## src/rtl/prefetch_pkg.sv

```systemverilog
// -----------------------------------------------------------------------------
// prefetch_pkg
// Shared types and constants for the instruction prefetch unit.
//   fetch_entry_t : one buffered fetch result {pc, instr}
//   DEPTH_DEFAULT : default number of prefetch FIFO entries
//   PC_INCR       : sequential fetch stride in bytes
//   align_word()  : clears the byte-offset bits of a PC
// -----------------------------------------------------------------------------
package prefetch_pkg;

  typedef struct packed {
    logic [31:0] pc;
    logic [31:0] instr;
  } fetch_entry_t;

  localparam int unsigned DEPTH_DEFAULT = 4;
  localparam logic [31:0] PC_INCR       = 32'd4;

  function automatic logic [31:0] align_word(input logic [31:0] pc);
    return pc & ~32'h0000_0003;
  endfunction

endpackage

```

## src/rtl/prefetch_fifo.sv

```systemverilog
// -----------------------------------------------------------------------------
// prefetch_fifo
// Synchronous FIFO of fetch_entry_t holding fetched words until decode takes
// them. Flush has priority over push/pop. Pop on empty is ignored.
// Ports:
//   clk, rst_n    : clock, asynchronous active-low reset
//   flush_i       : drop all entries this cycle
//   push_i        : write push_data_i at the tail
//   push_data_i   : entry to write
//   pop_i         : remove the head entry
//   count_o       : number of valid entries (0..DEPTH)
//   head_o        : head entry (meaningful only when !empty_o)
//   empty_o       : no valid entries
// -----------------------------------------------------------------------------
module prefetch_fifo
  import prefetch_pkg::*;
#(
  parameter  int unsigned DEPTH = DEPTH_DEFAULT,
  localparam int unsigned AW    = (DEPTH > 1) ? $clog2(DEPTH) : 1,
  localparam int unsigned CW    = $clog2(DEPTH) + 1
) (
  input  logic          clk,
  input  logic          rst_n,
  input  logic          flush_i,
  input  logic          push_i,
  input  fetch_entry_t  push_data_i,
  input  logic          pop_i,
  output logic [CW-1:0] count_o,
  output fetch_entry_t  head_o,
  output logic          empty_o
);

  logic [AW-1:0] wr_ptr_q, wr_ptr_d;
  logic [AW-1:0] rd_ptr_q, rd_ptr_d;
  logic [CW-1:0] count_q, count_d;
  fetch_entry_t  mem_q [DEPTH];
  logic          full, do_push, do_pop;

  assign full    = (count_q == CW'(DEPTH));
  assign empty_o = (count_q == '0);
  assign do_pop  = pop_i && !empty_o;
  // A push into a full FIFO is only legal when the head leaves the same cycle.
  assign do_push = push_i && (!full || do_pop);

  // NOTE: every signal assigned here gets a default first, so no path leaves
  // it unassigned and no latch is inferred.
  always_comb begin
    wr_ptr_d = wr_ptr_q;
    rd_ptr_d = rd_ptr_q;
    count_d  = count_q;
    if (flush_i) begin
      wr_ptr_d = '0;
      rd_ptr_d = '0;
      count_d  = '0;
    end else begin
      if (do_push) wr_ptr_d = wr_ptr_q + AW'(1);
      if (do_pop)  rd_ptr_d = rd_ptr_q + AW'(1);
      unique case ({do_push, do_pop})
        2'b10:   count_d = count_q + CW'(1);
        2'b01:   count_d = count_q - CW'(1);
        default: count_d = count_q;
      endcase
    end
  end

  // NOTE: state registers use non-blocking assignments so every flop samples
  // the pre-edge values regardless of block evaluation order.
  always_ff @(posedge clk or negedge rst_n) begin
    if (!rst_n) begin
      wr_ptr_q <= '0;
      rd_ptr_q <= '0;
      count_q  <= '0;
    end else begin
      wr_ptr_q <= wr_ptr_d;
      rd_ptr_q <= rd_ptr_d;
      count_q  <= count_d;
    end
  end

  // NOTE: the storage array has no reset; count_q alone decides which entries
  // are valid, and the consumer gates head_o with !empty_o.
  always_ff @(posedge clk) begin
    if (do_push && !flush_i) mem_q[wr_ptr_q] <= push_data_i;
  end

  assign head_o  = mem_q[rd_ptr_q];
  assign count_o = count_q;

endmodule

```

## src/rtl/instr_prefetch_unit.sv

```systemverilog
// -----------------------------------------------------------------------------
// instr_prefetch_unit
// Instruction fetch front end: issues sequential word reads to the
// instruction ROM over a naive_bus-style read port, buffers returned words
// with their PCs, and hands them to decode on a valid/ready handshake.
// A redirect flushes buffered and in-flight words and restarts fetch.
//
// Build option: define FETCH_ALIGN_CHECK_EN to pulse misalign_err_o when a
// redirect target is not word aligned (otherwise misalign_err_o is tied 0).
//
// Ports:
//   clk, rst_n          : clock, asynchronous active-low reset
//   rd_req_o/rd_gnt_i   : read request / grant (data follows one cycle later)
//   rd_addr_o           : read word address (= fetch PC)
//   rd_data_i           : read data, valid the cycle after a granted request
//   wr_req_o/wr_addr_o/wr_data_o : unused write channel, tied 0
//   redirect_valid_i    : load redirect_pc_i as the new fetch PC
//   redirect_pc_i       : redirect target (low two bits are cleared)
//   instr_valid_o       : head instruction available
//   instr_o, instr_pc_o : head instruction word and its PC
//   instr_ready_i       : decode accepts the head
//   misalign_err_o      : one-cycle pulse on a misaligned redirect
// -----------------------------------------------------------------------------
module instr_prefetch_unit
  import prefetch_pkg::*;
#(
  parameter int unsigned DEPTH    = DEPTH_DEFAULT,
  parameter logic [31:0] RESET_PC = 32'h0000_0000
) (
  input  logic        clk,
  input  logic        rst_n,
  output logic        rd_req_o,
  input  logic        rd_gnt_i,
  output logic [31:0] rd_addr_o,
  input  logic [31:0] rd_data_i,
  output logic        wr_req_o,
  output logic [31:0] wr_addr_o,
  output logic [31:0] wr_data_o,
  input  logic        redirect_valid_i,
  input  logic [31:0] redirect_pc_i,
  output logic        instr_valid_o,
  output logic [31:0] instr_o,
  output logic [31:0] instr_pc_o,
  input  logic        instr_ready_i,
  output logic        misalign_err_o
);

  localparam int unsigned CW        = $clog2(DEPTH) + 1;
  localparam logic [CW:0] DEPTH_LIM = (CW+1)'(DEPTH);

  logic [31:0]   fetch_pc_q, fetch_pc_d;
  logic          inflight_q, inflight_d;
  logic [31:0]   inflight_pc_q, inflight_pc_d;

  logic [CW-1:0] fifo_count;
  logic          fifo_empty;
  fetch_entry_t  fifo_head;
  fetch_entry_t  push_entry;
  logic          push, pop, rd_fire;
  logic [CW:0]   occupancy;

  // Buffered plus in-flight words must leave room for one more; a pop in the
  // same cycle is deliberately not credited to keep this path short.
  assign occupancy = {1'b0, fifo_count} + {{CW{1'b0}}, inflight_q};
  // rst_n gates the request so the bus sees no read while reset is held.
  assign rd_req_o  = rst_n && !redirect_valid_i && (occupancy < DEPTH_LIM);
  assign rd_addr_o = fetch_pc_q;
  assign rd_fire   = rd_req_o && rd_gnt_i;

  assign wr_req_o  = 1'b0;
  assign wr_addr_o = '0;
  assign wr_data_o = '0;

  // A response arriving in a redirect cycle belongs to the old stream.
  assign push       = inflight_q && !redirect_valid_i;
  assign push_entry = '{pc: inflight_pc_q, instr: rd_data_i};

  assign instr_valid_o = !fifo_empty && !redirect_valid_i;
  assign pop           = instr_valid_o && instr_ready_i;
  assign instr_o       = fifo_empty ? 32'h0 : fifo_head.instr;
  assign instr_pc_o    = fifo_empty ? 32'h0 : fifo_head.pc;

  always_comb begin
    fetch_pc_d    = fetch_pc_q;
    inflight_d    = inflight_q;
    inflight_pc_d = inflight_pc_q;
    if (redirect_valid_i) begin
      fetch_pc_d = align_word(redirect_pc_i);
      inflight_d = 1'b0;
    end else begin
      inflight_d = rd_fire;
      if (rd_fire) begin
        inflight_pc_d = fetch_pc_q;
        fetch_pc_d    = fetch_pc_q + PC_INCR;
      end
    end
  end

  always_ff @(posedge clk or negedge rst_n) begin
    if (!rst_n) begin
      fetch_pc_q    <= RESET_PC;
      inflight_q    <= 1'b0;
      inflight_pc_q <= 32'h0;
    end else begin
      fetch_pc_q    <= fetch_pc_d;
      inflight_q    <= inflight_d;
      inflight_pc_q <= inflight_pc_d;
    end
  end

  prefetch_fifo #(
    .DEPTH (DEPTH)
  ) u_fifo (
    .clk         (clk),
    .rst_n       (rst_n),
    .flush_i     (redirect_valid_i),
    .push_i      (push),
    .push_data_i (push_entry),
    .pop_i       (pop),
    .count_o     (fifo_count),
    .head_o      (fifo_head),
    .empty_o     (fifo_empty)
  );

`ifdef FETCH_ALIGN_CHECK_EN
  assign misalign_err_o = redirect_valid_i && (redirect_pc_i[1:0] != 2'b00);
`else
  assign misalign_err_o = 1'b0;
`endif

endmodule

```

## config.mk

```make
export PLATFORM = sky130hd
export DESIGN_NAME = instr_prefetch_unit
export DESIGN_NICKNAME = d
export VERILOG_FILES = /design/src/rtl/prefetch_pkg.sv /design/src/rtl/prefetch_fifo.sv /design/src/rtl/instr_prefetch_unit.sv
export SDC_FILE = /design/constraint.sdc
export NUM_CORES = 1
export LEC_CHECK = 0
export ABC_AREA = 1
export BUFFER_PORTS_ARGS = -buffer_cell sky130_fd_sc_hd__buf_2
export CELL_PAD_IN_SITES_DETAIL_PLACEMENT = 1
export CELL_PAD_IN_SITES_GLOBAL_PLACEMENT = 2
export CORE_AREA = 2 2 193 195
export CTS_CLUSTER_DIAMETER = 120
export DETAILED_ROUTE_END_ITERATION = 10
export DIE_AREA = 0 0 195 197
export GPL_TIMING_DRIVEN = 0
export PLACE_DENSITY = 0.9
export SLEW_MARGIN = 20
export SYNTH_ARGS = -nofsm -noshare
export SYNTH_HDL_FRONTEND = slang
export SYNTH_SLANG_ARGS = --single-unit
```

## constraint.sdc

```tcl
create_clock -name clk -period 7.1 [get_ports clk]
set_clock_uncertainty 0.1 [all_clocks]
set_input_delay 1.42 -clock clk [delete_from_list [all_inputs] [get_ports clk]]
set_output_delay 1.42 -clock clk [all_outputs]
set_load 0.01 [all_outputs]
```

==> results of run 1 <==
power by group:
part	total, uW	internal (uW)	switching [uW]
combinational	1520	490	1030
sequential	2390	2210	180
clock	1790	1070	720
total	5710	3780	1930
layer usage:
layer	vias to the layer above	routed length, um
li1	4941	-
met1	5113	17100
met2	284	20600
met3	64	1810
met4	0	1140
met5	-	0
flip-flops by register name, summed over array words and instances, names as in the netlist:
signal           cells
u_fifo.mem_q       248
inflight_pc_q       30
rd_addr_o           30
u_fifo.count_o       3
u_fifo.rd_ptr_q      2
u_fifo.wr_ptr_q      2
inflight_q           1
Yosys cell counts, drive strengths merged:
master	instances	area, um^2
nor3b	1	18.8
clkinv	9	35.0
nor2	308	1170
dfrtp	68	1700
nand2	217	825
fa	1	20.0
o21ai	178	891
nand3	37	213
nand4	4	31.3
xor2	7	61.3
ha	5	62.6
edfxtp	248	7450
a21oi	64	320
xnor2	2	17.5
clkbuf	29	109
buf	104	726
inv	58	218
o31ai	1	7.51
o211ai	8	60.1
conb	1	3.75
nand3b	1	7.51
critical path, stage by stage, from the launching register on:
cell,delay (ns)
dfrtp_1,0.37
buf_2,0.20
clkinv_2,0.17
buf_2,0.32
clkbuf_1,0.44
o21ai_0,0.20
a21oi_1,0.34
buf_2,0.21
logic make-up (layout without fill, tap and decap cells):
logic type	after synthesis	after routing	share of synthesized area
compound gates	251	251	0.0917
xor+xnor	9	9	0.00565
fa+ha+maj	6	6	0.00592
buf+inv	200	428	0.0780
flops	316	316	0.656
other cells	1	70	0.000269
simple gates	568	568	0.162
worst max-delay path by stage:
stage,slack [ns],end,startpoint
finish,2.82,instr_pc_o[20],u_fifo.rd_ptr_q[0]$_DFFE_PN0P_
global route,2.62,instr_pc_o[20],u_fifo.rd_ptr_q[0]$_DFFE_PN0P_
CTS,2.75,instr_pc_o[20],u_fifo.rd_ptr_q[0]$_DFFE_PN0P_
detailed placement,2.93,rd_req_o,rst_n
global placement,-0.47,u_fifo.mem_q[3][25]$_DFFE_PP_,redirect_valid_i
floorplan,1.90,u_fifo.mem_q[0][0]$_DFFE_PP_,redirect_valid_i
area by class of cell:
cell class / count / area, um^2
tap: 468 / 586
clock inverter: 16 / 190
buffer: 133 / 835
timing repair buffer: 171 / 1100
inverter: 67 / 253
sequential: 316 / 9150
fill: 4127 / 19200
multi-input combinational: 904 / 4000
clock buffer: 41 / 920
stage by stage:
step	util	area [um^2]
2_1_floorplan	-	14200
3_3_place_gp	0.430	15600
3_5_place_dp	0.439	15900
4_1_cts	0.470	17000
5_1_grt	0.470	17000
6_report	0.470	17000
==> impl_metrics.csv, run 1 <==
group,metric,value,unit
run_status,status,"finished, final reports clean",
worst_setup_path,start_kind,"flop",
worst_setup_path,regToRegSetupSlack,4.22,ns
worst_setup_path,r2r-end,"u_fifo.mem_q[0][36]$_DFFE_PP_",
placed_design,hpwl,28.2,mm
clock_network,max-clock-path-buffers,3,
sta,slew_violations,0,
flow_run,drv_cap,0,
worst_setup_path,crit_type,"flop to primary output",
placed_design,gp_congestion,0.868,
placed_design,dp.cells,2059,
logic_synthesis,syn-cell-area,13900,um^2
placed_design,place_ws,2.93,ns
grt,grt_pass1_wl,62.5,mm
final_layout,nNetsFinal,1703,
final_layout,drive_above_1_share,0.206,
drt,first_pass_iters,4,
placed_design,port_buffers,159,
grt,met1_usage,0.272,
sta,min_period,4.28,ns
min_path,hold_end,"u_fifo.mem_q[2][41]$_DFFE_PP_",
sta,slew_headroom,0.529,
worst_setup_path,crit_arrival,2.76,ns
sta,max_freq,234,MHz
drt,viasPerCell,4.92,
sta,fin_ws,2.82,ns
grt,globalRouteOverflowTotal,0,
clock_network,clock-sinks,316,
drt,ant_nets,0,
worst_setup_path,r2r-start,"u_fifo.count_o[2]$_DFFE_PN0P_",
pwr,power.leakage,0.00698,uW
worst_setup_path,ff2ff_path_depth,9,
pwr,total_power,5710,uW
sta,finalCritPeriodShare,0.603,
sta,fin_hold_ws,0.411,ns
grt,grt_max_degree,46,
sta,setup_violations,0,
min_path,min-delay-start,"inflight_pc_q[9]$_DFFE_PN0P_",
logic_synthesis,yosysWarnings,0,
die,die_h,197,um
logic_synthesis,yosysSeqAreaShare,0.656,
grt,grt_pass1_vias,10900,
logic_synthesis,syn_inst,1351,
sta,finalSetupTns,0,ns
final_layout,final_common_cell,"nor2_1",
clock_network,ctsResizeCount,0,
worst_setup_path,endpoint_kind,"primary output",
worst_setup_path,worstPathRequired,5.58,ns
die,rows,70,
grt,grtUsageMet2,0.374,
clock_network,postCtsHoldBufs,0,
clock_network,clock_latency,0.51,ns
grt,top_usage_layer,"met2",
die,start_util,0.385,
pwr,ir_drop,0.133,mV
min_path,hp-class,"flop to flop",
drt,drtIter0Drc,496,
drt,num_vias,10400,
die,die_area,38400,um^2
worst_setup_path,cp_max_fo,10,
clock_network,path_clk_slew,0.06,ns
logic_synthesis,syn_area_per_cell,10.3,um^2
clock_network,cts_buffers,35,
final_layout,area_growth_syn_to_layout,22.1,%
final_layout,mostFrequentLayoutCells,"nor2_1, edfxtp_1, nand2_1",
sta,hold_viol,0,
final_layout,antenna_cells,0,
clock_network,post_cts_buffers,0,
drt,drc,0,
die,ios,233,
logic_synthesis,ys_types,34,
clock_network,root_buffer,"clkbuf_16",
grt,antenna_found_initial,0,
pwr,power_density,335,nW/um^2
logic_synthesis,ys_ff_latch,316,
final_layout,stdcell_count,2116,
clock_network,htree_levels,2,
sta,rsz0062_at_grt,"false",
grt,grtUsageMet3,0.0275,
drt,finalWirelength,40.7,mm
die,die_width,195,um
min_path,hold_depth,0,
sta,tightestPinTransition,0.705,ns
grt,grt_usage,0.213,
clock_network,tritoncts,"done",
drt,wl_per_cell,19.2,um
die,core,36300,um^2
(Power assumes the default switching activity.)
==> run 2: changes to the inputs <==
--- a/config.mk
+++ b/config.mk
@@ -9,12 +9,12 @@
 export BUFFER_PORTS_ARGS = -buffer_cell sky130_fd_sc_hd__buf_2
 export CELL_PAD_IN_SITES_DETAIL_PLACEMENT = 1
 export CELL_PAD_IN_SITES_GLOBAL_PLACEMENT = 2
-export CORE_AREA = 2 2 193 195
+export CORE_AREA = 2 2 200 202
 export CTS_CLUSTER_DIAMETER = 120
 export DETAILED_ROUTE_END_ITERATION = 10
-export DIE_AREA = 0 0 195 197
+export DIE_AREA = 0 0 202 204
 export GPL_TIMING_DRIVEN = 0
-export PLACE_DENSITY = 0.9
+export PLACE_DENSITY = 0.84
 export SLEW_MARGIN = 20
 export SYNTH_ARGS = -nofsm -noshare
 export SYNTH_HDL_FRONTEND = slang
==> constraint.sdc (replaced) <==
create_clock -name clk -period 4.2 [get_ports clk]
set_clock_uncertainty 0.1 [all_clocks]
set_input_delay 0.84 -clock clk [delete_from_list [all_inputs] [get_ports clk]]
set_output_delay 0.84 -clock clk [all_outputs]
set_load 0.01 [all_outputs]
==> run 2 against run 1 <==
Effect of this change: clock power is 75% higher; sequential cell count stayed put; worst setup slack got worse by 2.4 ns; global-route usage fell by 1.5 points; register-to-register slack got worse by 3.0 ns; non-clock buffer count is 1 higher.
==> impl_metrics.csv, run 2 (synthesis gave the netlist of run 1 again) <==
group,metric,value,unit
run_status,status,"finished, final reports clean",
die,start_util,0.356,
sta,setup_violations,0,
drt,drtIter0Drc,494,
final_layout,final_common_cell,"nor2_1",
sta,rsz0062_at_grt,"false",
drt,finalWirelength,41.1,mm
sta,max_freq,263,MHz
clock_network,htree_levels,2,
die,ios,233,
clock_network,root_buffer,"clkbuf_16",
sta,finalCritPeriodShare,0.906,
final_layout,stdcell_count,2184,
grt,grt_pass1_wl,62.5,mm
clock_network,post_cts_buffers,0,
clock_network,postCtsHoldBufs,0,
flow_run,drv_cap,0,
clock_network,max-clock-path-buffers,3,
drt,ant_nets,0,
grt,grt_max_degree,38,
sta,slew_headroom,0.480,
die,core,39200,um^2
final_layout,mostFrequentLayoutCells,"nor2_1, edfxtp_1, nand2_1",
sta,tightestPinTransition,0.778,ns
final_layout,largest_reg_flops,248,
final_layout,fill_cells,4390,
placed_design,dp.cells,2117,
pwr,power.leakage,0.00702,uW
grt,globalRouteOverflowTotal,0,
sta,fin_ws,0.396,ns
clock_network,tritoncts,"done",
worst_setup_path,endpoint_kind,"primary output",
clock_network,clock_latency,0.51,ns
drt,first_pass_iters,5,
clock_network,cts_buffers,37,
pwr,total_power,9750,uW
grt,grt_usage,0.198,
worst_setup_path,cp_max_fo,10,
worst_setup_path,crit_type,"flop to primary output",
pwr,ir_drop,0.319,mV
min_path,hp-class,"input port to async pin",
pwr,power_density,566,nW/um^2
worst_setup_path,start_kind,"flop",
sta,finalSetupTns,0,ns
drt,viasPerCell,4.79,
clock_network,clock-sinks,316,
placed_design,place_ws,0.745,ns
die,rows,73,
drt,drc,0,
final_layout,drive_above_1_share,0.208,
final_layout,regMostFlops,"u_fifo.mem_q",
final_layout,multiInputGateArea,4000,um^2
sta,min_period,3.80,ns
grt,antenna_found_initial,1,
die,die_width,202,um
placed_design,port_buffers,159,
worst_setup_path,worstPathRequired,3.26,ns
final_layout,area_growth_syn_to_layout,23.5,%
sta,slew_violations,0,
worst_setup_path,crit_arrival,2.86,ns
placed_design,gp_congestion,0.867,
clock_network,path_clk_slew,0.06,ns
grt,grt_pass1_vias,11000,
clock_network,ctsResizeCount,0,
drt,num_vias,10500,
drt,wl_per_cell,18.8,um
die,die_area,41200,um^2
final_layout,ff_latch_area,9150,um^2
final_layout,nNetsFinal,1706,
placed_design,hpwl,29.5,mm
sta,hold_viol,0,
die,die_h,204,um
-- run 2: cell count changes in the layout (fill, tap and decap cells not counted), sizes merged --
cell / previous run / this run
clkbuf: 70 / 76
clkinvlp: 0 / 3
clkinv: 19 / 21
buf: 275 / 276
bufinv: 4 / 3
diode: 0 / 1
inv: 60 / 59
-- run 2: layout make-up --
cell class / count / share of cell area
flip-flops and latches: 316 / 0.531
multi-input cells: 904 / 0.232
repair buffers: 172 / 0.0662
clock buffers: 47 / 0.0590
plain buffers: 133 / 0.0484
well taps: 525 / 0.0381
inverters: 67 / 0.0147
clock inverters: 19 / 0.0102
diodes: 1 / 0.000145
-- run 2: path summary, 6_finish.rpt --
| path | startpoint | endpoint | slack [ns] | cells past startpoint |
|---|---|---|---|---|
| max in group asynchronous | rst_n | inflight_pc_q[22]$_DFFE_PN0P_ | 3.24 | 2 |
| hold / removal | rst_n | rd_addr_o[4]$_DFFE_PN0P_ | 0.17 | 1 |
| hold reg to reg | inflight_pc_q[10]$_DFFE_PN0P_ | u_fifo.mem_q[2][42]$_DFFE_PP_ | 0.41 | 0 |
| setup reg to reg | u_fifo.count_o[2]$_DFFE_PN0P_ | u_fifo.mem_q[3][24]$_DFFE_PP_ | 1.22 | 9 |
| setup / recovery | u_fifo.rd_ptr_q[0]$_DFFE_PN0P_ | instr_pc_o[13] | 0.40 | 7 |
| min in group clk | inflight_pc_q[10]$_DFFE_PN0P_ | u_fifo.mem_q[2][42]$_DFFE_PP_ | 0.41 | 0 |
-- run 2: power breakdown --
group          switching, uW  leakage (uW)  internal (uW)
registers                292       0.00309           3740
logic                   1750       0.00336            828
clock network           1240      0.000574           1900
-- run 2: critical path: stages, from the launching register on --
cell	delay [ns]
dfrtp_1	0.37
buf_2	0.21
clkinv_2	0.18
buf_2	0.32
clkbuf_1	0.48
o21ai_0	0.21
a21oi_1	0.36
buf_2	0.21
-- run 2: through the flow --
step           hold slack (ns)  cell area (um^2)   util
6_report                 0.173             17200  0.440
5_1_grt                  0.185             17200  0.440
4_1_cts                  0.171             17200  0.440
3_5_place_dp             0.404             16000  0.409
3_3_place_gp             0.391             15700  0.400
2_1_floorplan            0.376             14200      -
-- run 2: per-layer routing --
layer,vias up,wire [um],global-route usage
met1,5191,17700,0.248
met5,-,0,0
met3,67,1440,0.0244
met4,0,1060,0.0604
li1,4965,-,-
met2,234,20900,0.357
==> run 3: changes to the inputs <==
--- a/config.mk
+++ b/config.mk
@@ -9,12 +9,13 @@
 export BUFFER_PORTS_ARGS = -buffer_cell sky130_fd_sc_hd__buf_2
 export CELL_PAD_IN_SITES_DETAIL_PLACEMENT = 1
 export CELL_PAD_IN_SITES_GLOBAL_PLACEMENT = 2
-export CORE_AREA = 2 2 200 202
+export CORE_AREA = 2 2 198 200
+export CTS_BUF_LIST = sky130_fd_sc_hd__clkbuf_8
 export CTS_CLUSTER_DIAMETER = 120
 export DETAILED_ROUTE_END_ITERATION = 10
-export DIE_AREA = 0 0 202 204
+export DIE_AREA = 0 0 200 202
 export GPL_TIMING_DRIVEN = 0
-export PLACE_DENSITY = 0.84
+export PLACE_DENSITY = 0.86
 export SLEW_MARGIN = 20
 export SYNTH_ARGS = -nofsm -noshare
 export SYNTH_HDL_FRONTEND = slang
==> run 3 against run 2 <==
Effect of this change: clock-buffer cell count up 8; sequential cell count is the same; worst setup slack better by 0.025 ns; non-clock buffer count stayed put; cell count rose by 0.87%; utilization grew 0.22 points; first-iteration DRC count grew 5.3%; critical path depth unchanged; power is 7.8% lower; die area decreased by 2.0%; maximum frequency rose by 0.66%.
==> impl_metrics.csv, run 3 (synthesis gave the netlist of run 1 again) <==
group,metric,value,unit
worst_setup_path,cpPeakStageDelay,0.43,ns
placed_design,port_buffers,159,
final_layout,drive_above_1_share,0.212,
die,core,38300,um^2
drt,wl_per_cell,18.3,um
grt,grt_pass1_wl,60.9,mm
die,start_util,0.364,
pwr,p_int,5780,uW
final_layout,nNetsFinal,1721,
flow_run,drv_cap,0,
placed_design,placed_area,16000,um^2
worst_setup_path,crit_top_cell,"buf_2",
pwr,combPwrFrac,0.284,
final_layout,mostFrequentLayoutCells,"nor2_1, edfxtp_1, nand2_1",
final_layout,stdcell_count,2203,
final_layout,area_growth_syn_to_layout,21.3,%
final_layout,fill_cells,4393,
pwr,netSwitchingPower,3220,uW
final_layout,regMostFlops,"u_fifo.mem_q",
drt,ant_nets,0,
placed_design,hpwl,28.5,mm
worst_setup_path,endpoint_kind,"primary output",
sta,hold_viol,0,
drt,viasPerCell,4.74,
sta,tightestPinTransition,0.748,ns
drt,finalWirelength,40.4,mm
grt,grt_max_degree,40,
run_status,status,"finished, final reports clean",
drt,drtIter0Drc,520,
clock_network,path_clk_slew,0.06,ns
worst_setup_path,start_kind,"flop",
placed_design,gp_congestion,0.863,
grt,grt_pass1_vias,10900,
sta,min_period,3.78,ns
worst_setup_path,worstPathRequired,3.26,ns
drt,num_vias,10400,
worst_setup_path,crit_arrival,2.84,ns
placed_design,dp.cells,2110,
placed_design,place_ws,0.961,ns
worst_setup_path,r2r-end,"u_fifo.mem_q[0][39]$_DFFE_PP_",
clock_network,ctsResizeCount,0,
sta,finalCritPeriodShare,0.900,
clock_network,tritoncts,"done",
die,die_h,202,um
worst_setup_path,path_cells,"buf_2 -> clkinv_2 -> buf_2 -> clkbuf_1 -> o21ai_0 -> a21oi_1 -> buf_2",
worst_setup_path,regToRegSetupSlack,1.58,ns
clock_network,cts_buffers,52,
pwr,total_power,8990,uW
clock_network,htree_levels,2,
pwr,power.leakage,0.00696,uW
clock_network,postCtsHoldBufs,0,
drt,first_pass_iters,5,
die,rows,72,
die,die_width,200,um
die,die_area,40400,um^2
clock_network,root_buffer,"clkbuf_8",
sta,fin_ws,0.421,ns
pwr,power_density,532,nW/um^2
clock_network,post_cts_buffers,0,
sta,rsz0062_at_grt,"false",
final_layout,final_cell_area,16900,um^2
grt,globalRouteOverflowTotal,0,
final_layout,final_common_cell,"nor2_1",
clock_network,clock_latency,0.56,ns
drt,drc,0,
pwr,power.share.clock,0.266,
sta,fin_hold_ws,0.160,ns
pwr,switching_share,0.358,
pwr,ir_drop,0.260,mV
sta,slew_headroom,0.500,
grt,grt_usage,0.198,
sta,setup_violations,0,
pwr,power_frac_seq,0.449,
final_layout,largest_reg_flops,248,
worst_setup_path,r2r-start,"u_fifo.count_o[2]$_DFFE_PN0P_",
min_path,hp-class,"input port to async pin",
worst_setup_path,crit_type,"flop to primary output",
grt,antenna_found_initial,0,
sta,slew_violations,0,
worst_setup_path,ff2ff_path_depth,8,
worst_setup_path,cp_max_fo,10,
clock_network,max-clock-path-buffers,3,
sta,max_freq,265,MHz
die,ios,233,
worst_setup_path,cpMaxStageDelayCell,"clkbuf_1",
clock_network,clock-sinks,316,
[run 3: per-layer routing]
layer | vias up | part of all wire | global-route usage
li1 | 4999 | - | -
met1 | 5116 | 0.43 | 0.248
met2 | 263 | 0.50 | 0.347
met3 | 68 | 0.043 | 0.0309
met4 | 0 | 0.030 | 0.0667
met5 | - | 0 | 0
[run 3: final cells by class]
class | instances | area, um^2 | area share
clock inverter | 37 | 150 | 0.00887
antenna | 1 | 2.50 | 0.000148
tap | 518 | 648 | 0.0383
inverter | 67 | 253 | 0.0149
clock buffer | 55 | 757 | 0.0447
multi-input combinational | 904 | 4000 | 0.236
timing repair buffer | 172 | 1130 | 0.0666
buffer | 133 | 835 | 0.0493
sequential | 316 | 9150 | 0.541
[run 3: how the worst max path moves through the flow]
stage	startpoint	end	slack, ns
2_1_floorplan	redirect_valid_i	u_fifo.mem_q[0][0]$_DFFE_PP_	-0.42
3_3_place_gp	redirect_valid_i	u_fifo.mem_q[3][29]$_DFFE_PP_	-2.67
3_5_place_dp	u_fifo.rd_ptr_q[0]$_DFFE_PN0P_	instr_pc_o[20]	0.96
4_1_cts	u_fifo.rd_ptr_q[0]$_DFFE_PN0P_	instr_pc_o[20]	0.34
5_1_grt	u_fifo.rd_ptr_q[0]$_DFFE_PN0P_	instr_pc_o[16]	0.26
6_report	u_fifo.rd_ptr_q[0]$_DFFE_PN0P_	instr_pc_o[16]	0.42
[run 3: metrics by stage]
| step | util | setup TNS [ns] |
|---|---|---|
| global route | 0.442 | 0 |
| global placement | 0.409 | -647.28 |
| floorplan | - | -104.54 |
| finish | 0.442 | 0 |
| detailed placement | 0.418 | 0 |
| CTS | 0.442 | 0 |
[run 3: power by group through the flow]
| stage | combinational (uW) | clock [uW] | sequential [uW] |
|---|---|---|---|
| global route | 2830 | 2600 | 4080 |
| global placement | 2500 | 0 | 4070 |
| floorplan | 1460 | 0 | 4000 |
| finish | 2560 | 2400 | 4040 |
| detailed placement | 2590 | 0 | 4100 |
| CTS | 2610 | 2460 | 4040 |
[run 3: critical path, delay by kind of cell, from the launching register on]
| family | cells | cell delay, ns |
|---|---|---|
| compound gates | 2 | 0.52 |
| flops | 1 | 0.38 |
| buf+inv | 5 | 1.37 |
